`config.mk`:
```
export PLATFORM = sky130hd
export DESIGN_NAME = rpn_stack_ctrl_flat
export DESIGN_NICKNAME = d
export VERILOG_FILES = /design/src/rtl/rpn_pkg.sv /design/src/rtl/rpn_stack_ctrl_if.sv /design/src/rtl/rpn_seq_mult.sv /design/src/rtl/rpn_stack_ctrl.sv /design/src/flat_wrapper.sv
export SDC_FILE = /design/constraint.sdc
export NUM_CORES = 1
export LEC_CHECK = 0
export BUFFER_PORTS_ARGS = -buffer_cell sky130_fd_sc_hd__buf_2
export CAP_MARGIN = 20
export CORE_ASPECT_RATIO = 0.5
export CORE_MARGIN = 5
export CORE_UTILIZATION = 40
export CTS_CLUSTER_DIAMETER = 50
export DETAILED_ROUTE_END_ITERATION = 10
export HOLD_SLACK_MARGIN = 0.06
export PLACE_DENSITY = 0.66
export SLEW_MARGIN = 0
export SYNTH_ARGS = -nofsm -noshare
export SYNTH_HDL_FRONTEND = slang
export SYNTH_SLANG_ARGS = --single-unit
export TNS_END_PERCENT = 5
```
`constraint.sdc`:
```
create_clock -name clk -period 6.2 [get_ports clk]
set_input_delay 0.93 -clock clk [delete_from_list [all_inputs] [get_ports clk]]
set_output_delay 0.93 -clock clk [all_outputs]
set_load 0.02 [all_outputs]
```
`src/rtl/rpn_pkg.sv`:
```
// Shared encodings for the RPN stack sequencer: command opcodes, FSM state codes,
// depth counter width and the error-flag bundle.
package rpn_pkg;

  // Opcode values follow the pushbutton index on the front panel.
  typedef enum logic [1:0] {
    OP_MULT = 2'd0,
    OP_ADD  = 2'd1,
    OP_POP  = 2'd2,
    OP_PUSH = 2'd3
  } op_e;

  localparam logic [1:0] ST_IDLE = 2'd0;
  localparam logic [1:0] ST_EXEC = 2'd1;
  localparam logic [1:0] ST_MUL  = 2'd2;

  localparam int DEPTH_W = 4;

  typedef struct packed {
    logic under;
    logic full;
    logic ovf;
  } err_t;

endpackage

```
`src/rtl/rpn_stack_ctrl_if.sv`:
```
// Command handshake between the pushbutton front end (master) and the stack sequencer (slave).
interface rpn_stack_ctrl_if #(
  parameter int WIDTH = 8
);

  logic             cmd_valid;
  logic [1:0]       cmd_op;
  logic [WIDTH-1:0] cmd_data;
  logic             cmd_ready;

  modport master (
    output cmd_valid,
    output cmd_op,
    output cmd_data,
    input  cmd_ready
  );

  modport slave (
    input  cmd_valid,
    input  cmd_op,
    input  cmd_data,
    output cmd_ready
  );

endinterface

```
`src/rtl/rpn_seq_mult.sv`:
```
// Iterative signed shift-add multiplier: one partial product per cycle, WIDTH cycles after start.
// The MSB partial product carries negative weight, so it is subtracted instead of added.
module rpn_seq_mult #(
  parameter int WIDTH = 8
) (
  input  logic                 clk,
  input  logic                 rst_n,
  input  logic                 start,
  input  logic [WIDTH-1:0]     a,
  input  logic [WIDTH-1:0]     b,
  output logic                 done,
  output logic [2*WIDTH-1:0]   product
);

  localparam int CNT_W = (WIDTH > 1) ? $clog2(WIDTH) : 1;

  logic [2*WIDTH-1:0] acc_q,    acc_d;
  logic [2*WIDTH-1:0] mcand_q,  mcand_d;
  logic [WIDTH-1:0]   mplier_q, mplier_d;
  logic [CNT_W-1:0]   cnt_q,    cnt_d;
  logic               run_q,    run_d;
  logic [2*WIDTH-1:0] pp;
  logic               last;

  assign last    = (cnt_q == CNT_W'(WIDTH - 1));
  // done marks the cycle whose closing edge adds the final partial product.
  assign done    = run_q & last;
  assign product = acc_q;

  always_comb begin
    // NOTE: every comb output gets a default first so no path leaves it unassigned (no latch).
    acc_d    = acc_q;
    mcand_d  = mcand_q;
    mplier_d = mplier_q;
    cnt_d    = cnt_q;
    run_d    = run_q;
    pp       = mplier_q[0] ? mcand_q : '0;

    if (start) begin
      acc_d    = '0;
      mcand_d  = {{WIDTH{a[WIDTH-1]}}, a};
      mplier_d = b;
      cnt_d    = '0;
      run_d    = 1'b1;
    end else if (run_q) begin
      acc_d    = last ? (acc_q - pp) : (acc_q + pp);
      mcand_d  = mcand_q << 1;
      mplier_d = mplier_q >> 1;
      cnt_d    = cnt_q + 1'b1;
      if (last) run_d = 1'b0;
    end
  end

  // NOTE: sequential state uses non-blocking assignments so every flop samples pre-edge values.
  always_ff @(posedge clk or negedge rst_n) begin
    if (!rst_n) begin
      acc_q    <= '0;
      mcand_q  <= '0;
      mplier_q <= '0;
      cnt_q    <= '0;
      run_q    <= 1'b0;
    end else begin
      acc_q    <= acc_d;
      mcand_q  <= mcand_d;
      mplier_q <= mplier_d;
      cnt_q    <= cnt_d;
      run_q    <= run_d;
    end
  end

endmodule

```
`src/rtl/rpn_stack_ctrl.sv`:
```
// RPN calculator stack sequencer: takes one PUSH/POP/ADD/MULT command at a time and
// drives a DEPTH-entry signed register stack, reporting top-of-stack, depth and error flags.
module rpn_stack_ctrl
  import rpn_pkg::*;
#(
  parameter int WIDTH = 8,
  parameter int DEPTH = 8
) (
  input  logic                      clk,
  input  logic                      reset,
  rpn_stack_ctrl_if.slave           cmd,
  output logic signed [WIDTH-1:0]   dout,
  output logic                      dval,
  output logic [DEPTH_W-1:0]        depth,
  output logic                      busy,
  output logic                      err_under,
  output logic                      err_full,
  output logic                      err_ovf
);

  localparam int IDX_W = (DEPTH > 1) ? $clog2(DEPTH) : 1;

  logic [1:0]         state_q, state_d;
  op_e                op_q,    op_d;
  logic [WIDTH-1:0]   data_q,  data_d;
  err_t               err_q,   err_d;
  logic [DEPTH_W-1:0] depth_q, depth_d;
  logic [WIDTH-1:0]   dout_q,  dout_d;
  logic               dval_q,  dval_d;
  logic [WIDTH-1:0]   stack_q [DEPTH];
  logic [WIDTH-1:0]   stack_d [DEPTH];

  logic [IDX_W-1:0]   tos_idx, nos_idx, push_idx;
  logic [WIDTH-1:0]   tos, nos;
  logic [WIDTH:0]     sum_full;
  logic               add_ovf, mul_ovf;
  logic               mul_start, mul_done;
  logic [2*WIDTH-1:0] mul_product;
  logic [WIDTH-1:0]   alu_res;
  logic               alu_ovf;
  logic               has_two;

  // Indices wrap harmlessly when depth is too small; those cases are rejected before use.
  assign tos_idx  = IDX_W'(depth_q - 1'b1);
  assign nos_idx  = IDX_W'(depth_q - DEPTH_W'(2));
  assign push_idx = IDX_W'(depth_q);
  assign tos      = stack_q[tos_idx];
  assign nos      = stack_q[nos_idx];
  assign has_two  = (depth_q >= DEPTH_W'(2));

  assign sum_full = {nos[WIDTH-1], nos} + {tos[WIDTH-1], tos};
  assign add_ovf  = sum_full[WIDTH] ^ sum_full[WIDTH-1];
  // The product fits only if its upper WIDTH+1 bits are a pure sign extension.
  assign mul_ovf  = (|mul_product[2*WIDTH-1:WIDTH-1]) & ~(&mul_product[2*WIDTH-1:WIDTH-1]);

  assign alu_res  = (op_q == OP_ADD) ? sum_full[WIDTH-1:0] : mul_product[WIDTH-1:0];
  assign alu_ovf  = (op_q == OP_ADD) ? add_ovf : mul_ovf;

  rpn_seq_mult #(
    .WIDTH (WIDTH)
  ) u_mult (
    .clk     (clk),
    .rst_n   (reset),
    .start   (mul_start),
    .a       (nos),
    .b       (tos),
    .done    (mul_done),
    .product (mul_product)
  );

  always_comb begin
    state_d   = state_q;
    op_d      = op_q;
    data_d    = data_q;
    err_d     = err_q;
    depth_d   = depth_q;
    dout_d    = dout_q;
    dval_d    = dval_q;
    stack_d   = stack_q;
    mul_start = 1'b0;

    case (state_q)
      ST_IDLE: begin
        if (cmd.cmd_valid) begin
          op_d   = op_e'(cmd.cmd_op);
          data_d = cmd.cmd_data;
          err_d  = '0;
          // A MULT short of operands skips the multiplier and is rejected in EXEC.
          if (op_e'(cmd.cmd_op) == OP_MULT && has_two) begin
            state_d   = ST_MUL;
            mul_start = 1'b1;
          end else begin
            state_d = ST_EXEC;
          end
        end
      end

      ST_MUL: begin
        if (mul_done) state_d = ST_EXEC;
      end

      ST_EXEC: begin
        state_d = ST_IDLE;
        case (op_q)
          OP_PUSH: begin
            if (depth_q < DEPTH_W'(DEPTH)) begin
              stack_d[push_idx] = data_q;
              depth_d           = depth_q + 1'b1;
            end else begin
              err_d.full = 1'b1;
            end
          end
          OP_POP: begin
            if (depth_q != '0) depth_d = depth_q - 1'b1;
            else               err_d.under = 1'b1;
          end
          default: begin
            if (has_two) begin
              stack_d[nos_idx] = alu_res;
              depth_d          = depth_q - 1'b1;
              err_d.ovf        = alu_ovf;
            end else begin
              err_d.under = 1'b1;
            end
          end
        endcase
        dval_d = (depth_d != '0);
        dout_d = (depth_d != '0) ? stack_d[IDX_W'(depth_d - 1'b1)] : '0;
      end

      default: state_d = ST_IDLE;
    endcase
  end

  always_ff @(posedge clk or negedge reset) begin
    if (!reset) begin
      state_q <= ST_IDLE;
      op_q    <= OP_MULT;
      data_q  <= '0;
      err_q   <= '0;
      depth_q <= '0;
      dout_q  <= '0;
      dval_q  <= 1'b0;
      // NOTE: the stack is a small flop array, so clearing it on reset is cheap and keeps
      // every entry defined; a RAM-backed stack would not be reset this way.
      for (int i = 0; i < DEPTH; i++) stack_q[i] <= '0;
    end else begin
      state_q <= state_d;
      op_q    <= op_d;
      data_q  <= data_d;
      err_q   <= err_d;
      depth_q <= depth_d;
      dout_q  <= dout_d;
      dval_q  <= dval_d;
      for (int i = 0; i < DEPTH; i++) stack_q[i] <= stack_d[i];
    end
  end

  assign cmd.cmd_ready = (state_q == ST_IDLE);
  assign busy          = (state_q != ST_IDLE);
  assign dout          = dout_q;
  assign dval          = dval_q;
  assign depth         = depth_q;
  assign err_under     = err_q.under;
  assign err_full      = err_q.full;
  assign err_ovf       = err_q.ovf;

endmodule

```
`src/flat_wrapper.sv`:
```
// flat-port wrapper written by rule: the top's interface ports become plain ports
module rpn_stack_ctrl_flat import rpn_pkg::*;
#(
  parameter int WIDTH = 8,
  parameter int DEPTH = 8
)
  (clk, reset, dout, dval, depth, busy, err_under, err_full, err_ovf, cmd_cmd_valid, cmd_cmd_op, cmd_cmd_data, cmd_cmd_ready);
  rpn_stack_ctrl_if #(.WIDTH(WIDTH)) cmd_i ();
  input  logic clk;
  input  logic reset;
  output logic signed [WIDTH-1:0] dout;
  output logic dval;
  output logic [DEPTH_W-1:0] depth;
  output logic busy;
  output logic err_under;
  output logic err_full;
  output logic err_ovf;
  input wire logic [$bits(cmd_i.cmd_valid)-1:0] cmd_cmd_valid;
  input wire logic [$bits(cmd_i.cmd_op)-1:0] cmd_cmd_op;
  input wire logic [$bits(cmd_i.cmd_data)-1:0] cmd_cmd_data;
  output wire logic [$bits(cmd_i.cmd_ready)-1:0] cmd_cmd_ready;
  assign cmd_i.cmd_valid = cmd_cmd_valid;
  assign cmd_i.cmd_op = cmd_cmd_op;
  assign cmd_i.cmd_data = cmd_cmd_data;
  assign cmd_cmd_ready = cmd_i.cmd_ready;
  rpn_stack_ctrl #(.WIDTH(WIDTH), .DEPTH(DEPTH)) u_core (.clk(clk), .reset(reset), .cmd(cmd_i), .dout(dout), .dval(dval), .depth(depth), .busy(busy), .err_under(err_under), .err_full(err_full), .err_ovf(err_ovf));
endmodule
```
==> metrics.md <==
| Metric | Value |
|---|---|
| Total global-route track usage | roughly a quarter |
| Largest net degree at the start of global routing | 98 |
| Number of different library cells in the post-synthesis netlist | 87 |
| Horizontal die dimension | 239.0 um |
| DR pass1 iterations | 8 |
| Final global-route overflow total | 0 |
| Number of cells traversed by the worst register-to-register path | 11 |
| Detailed Route Iter0 Violations | approximately 1400 |
| Synthesis warning total | 0 |
| Ys flop type | sky130_fd_sc_hd__dfrtp_1 |
| Total of cells resized after clock tree synthesis | 0 |
| Mean routed wirelength per cell | 23.32 um |
| Crit-path max cell delay | roughly 900 ps |
| Worst setup skew after layout | 10.18 ps |
| Half-perimeter wire length after placement | approximately 24000 um |
| Clock slew seen by the registers of the worst setup and hold paths | ~60 ps |
| Critical path required time | about 6600 ps |
| Startpoint types | flip-flop |
| Residual antenna-violating net count after detailed routing | 0 |
| Effective utilization at floorplan | between 40% and 50% |
| Worst path cell trace | inv_1, ha_1, a2111o_1, o22ai_1, a21o_1, inv_2, ha_1, inv_1, a21oi_1, o21ai_0, o211ai_1 |
| Number of global-route vias before repair | roughly 9200 |
| Post-synth top area share | between 30% and 40% |
| Crit end category | flip-flop |
| Total of buffers placed on input and output ports | 30 |
| Count of state elements after synthesis | ~140 |
| ANT cells | 0 |
| Arrival time reported for the critical path endpoint | around 5700 ps |
| Clock tree from TritonCTS | built |
| Cts-stage hold buffer count | 0 |
| Crit path to | u_core.dout[6] |
| Final period utilization | between 80 and 90% |
| Final setup vio count | 0 |
| Proportion of layout cells with a drive suffix above 1 | 15.47% |
| Reg2reg start | u_core.depth[3] |
| CP startpoint | u_core.depth[3] |
| Inserted Clock Buffers | 17 |
| Setup Buffers After CTS | 0 |
| Post-Route Setup TNS | 0 ps |
| Top achievable clock speed | around 190 MHz |
| Number of remaining DRC errors | 0 |
| Number of nets in the layout | roughly 1200 |
| Deepest level of the CTS H-tree | 4 |
| Number of violations of the max-capacitance limit | 0 |
| Share of flip-flops with an asynchronous set or reset | 100.0% |
| WS Path Type | flip-flop to flip-flop |
| Outcome | complete, no violations |
| Syn nets | 1219 |
| Design area | around 0.011 mm^2 |
| Placed cell areas | around 0.011 mm^2 |
| Relative slew slack | 24.79% |
| Count of pins on the block boundary | 31 |
| Time the final worst path needs with I/O delays and setup | roughly 5300 ps |
| Die ar. | between 0.02 and 0.03 mm^2 |
| Biggest area consumer among synthesized cells | sky130_fd_sc_hd__dfrtp_1 |
| Area growth from synthesis to final layout | 9.548% |
| Cells after synthesis | ~1200 |
| Wire length of the first global-routing pass | 55020 um |
| Destination of the worst register-to-register timing path | u_core.dout[6] |
| Slowest-stage cell, CP | sky130_fd_sc_hd__ha_1 |
| Most numerous cell in the Yosys netlist | sky130_fd_sc_hd__nand2_1 |
| Post-synthesis average cell area | between 8 and 9 um^2 |
| Clock sink count | between 100 and 150 |
| Clk_lat worst skew | between 400 and 500 ps |
| Vias | between 9000 and 10000 |
| Y dimension of the die | about 120 um |
| Detailed Route WL | ~35000 um |
| Crit-path max FO | 20 |
| Placement row count | just over 40 |
| RSZ-0062 raised after global routing | false |
| Register-to-register path setup slack | 850 ps |
| Synth top area cells | sky130_fd_sc_hd__dfrtp_1, sky130_fd_sc_hd__mux4_2, sky130_fd_sc_hd__nand2_1 |
| Post-Synthesis Cell Area | 0.01048 mm^2 |
| Type of the most critical hold path | flip-flop to flip-flop |
| Count of final hold-check violations | 0 |
| Sequential-to-total area share from yosys stat | about a third |
| Gp weighted congestion | 0.9830 |
| Synth top cells by count | sky130_fd_sc_hd__nand2_1, sky130_fd_sc_hd__dfrtp_1, sky130_fd_sc_hd__o21ai_0 |
| Count of flip-flops with a built-in enable after synthesis | 0 |
| Average vias per placed instance | ~6.4 |
| Clock root cell | sky130_fd_sc_hd__clkbuf_16 |
| Count of pins over their slew limit | 0 |
| Core area | 0.02550 mm^2 |
| Fillcell total | ~2400 |
| Worst slew pin tran | approximately 1100 ps |
| Clock tree buffer depth | 2 |
| Antenna violations before repair | 0 |
[flip-flops by register name (all words and copies together), names as in the netlist]
register / cells
u_core.depth: 4
u_core.u_mult.cnt_q: 3
u_core.data_q: 8
u_core.u_mult.product: 16
u_core.u_mult.mcand_q: 16
u_core.stack_q: 64
u_core.err_ovf: 1
u_core.u_mult.mplier_q: 8
u_core.dval: 1
u_core.u_mult.run_q: 1
u_core.op_q: 2
u_core.err_full: 1
u_core.dout: 8
u_core.state_q: 2
u_core.err_under: 1
[metal layers]
layer  track usage [%]  up-vias  part of all wire [%]
met5                 0        -                     0
met4             8.850        0                   3.3
met3             8.938       98                    12
met2             33.51      594                    42
met1             32.50     4695                    43
li1                  -     4354                     -
[kinds of logic after synthesis]
group | Yosys count | synth area share [%]
buf+inv | 109 | 4.702
mux | 113 | 15.66
fa+ha+maj | 38 | 4.678
xor+xnor | 20 | 1.671
simple gates | 397 | 18.15
compound gates | 355 | 22.68
flops | 136 | 32.46
[placed cells by master, fill, tap and decap left out, drive strengths merged, types with 5 or more instances in the layout]
cell | synthesis | final
or4 | 5 | 5
nand3 | 29 | 29
nand2b | 16 | 16
xor2 | 12 | 12
dfrtp | 136 | 136
a311oi | 7 | 7
inv | 27 | 28
mux2i | 47 | 47
a211oi | 12 | 12
nand4 | 6 | 6
and3 | 7 | 7
mux4 | 38 | 38
nand2 | 191 | 191
clkbuf | 45 | 20
nor4 | 6 | 6
a31oi | 12 | 12
buf | 36 | 51
a21boi | 6 | 6
ha | 36 | 36
o22a | 19 | 19
or3 | 9 | 9
xnor2 | 8 | 8
clkinv | 1 | 5
nor2b | 7 | 7
o21ai | 121 | 121
o31ai | 9 | 9
mux2 | 28 | 28
o311ai | 5 | 5
nor2 | 69 | 69
nor3b | 6 | 6
a21oi | 54 | 54
o221ai | 28 | 28
o211ai | 16 | 16
o22ai | 19 | 19
nor3 | 20 | 20
and2 | 10 | 10
o21a | 8 | 8
[per-stage QoR]
| step | worst slack [ps] | utilization, % | hold slack (ps) | instances |
|---|---|---|---|---|
| after floorplan | 321.7 | - | 465.8 | 1168 |
| after global placement | 1139 | 42.49 | 487.5 | 1479 |
| after detailed placement | 1090 | 42.49 | 495.5 | 1479 |
| after CTS | 1044 | 44.83 | 511.6 | 1511 |
| after global routing | 659.7 | 45.05 | 544.9 | 1514 |
| final | 851.6 | 45.05 | 509.3 | 1514 |
[worst min path at each step]
stage | start | endpoint | slack, ps | cells after the start
2_1_floorplan | u_core.state_q[0] | u_core.state_q[0] | 470 | 1
3_3_place_gp | u_core.err_under | u_core.err_under | 490 | 1
3_5_place_dp | u_core.u_mult.mplier_q[7] | u_core.u_mult.mplier_q[7] | 500 | 2
4_1_cts | u_core.u_mult.mplier_q[7] | u_core.u_mult.mplier_q[7] | 510 | 2
5_1_grt | u_core.err_under | u_core.err_under | 540 | 1
6_report | u_core.err_under | u_core.err_under | 510 | 1
[final cells by class]
type	count	area (um^2)	share of cell area [%]
multi-input cells	923	6601	57.48
clock buffers	20	446.7	3.889
clock inverters	12	148.9	1.296
flip-flops and latches	136	3406	29.65
inverters	28	105.1	0.9151
well taps	344	430.4	3.748
repair buffers	51	346.6	3.018
[worst max-delay path, delay by kind of cell, from the launching register on]
kind                     cells  cell delay (ps)
AO/OA/AOI/OAI                6             2680
flip-flops                   1              790
adder cells (fa/ha/maj)      2             1190
buffers and inverters        3              600
Power is not shown: default switching activity piles up to over one toggle a cycle in this logic, so the estimate is an artifact.
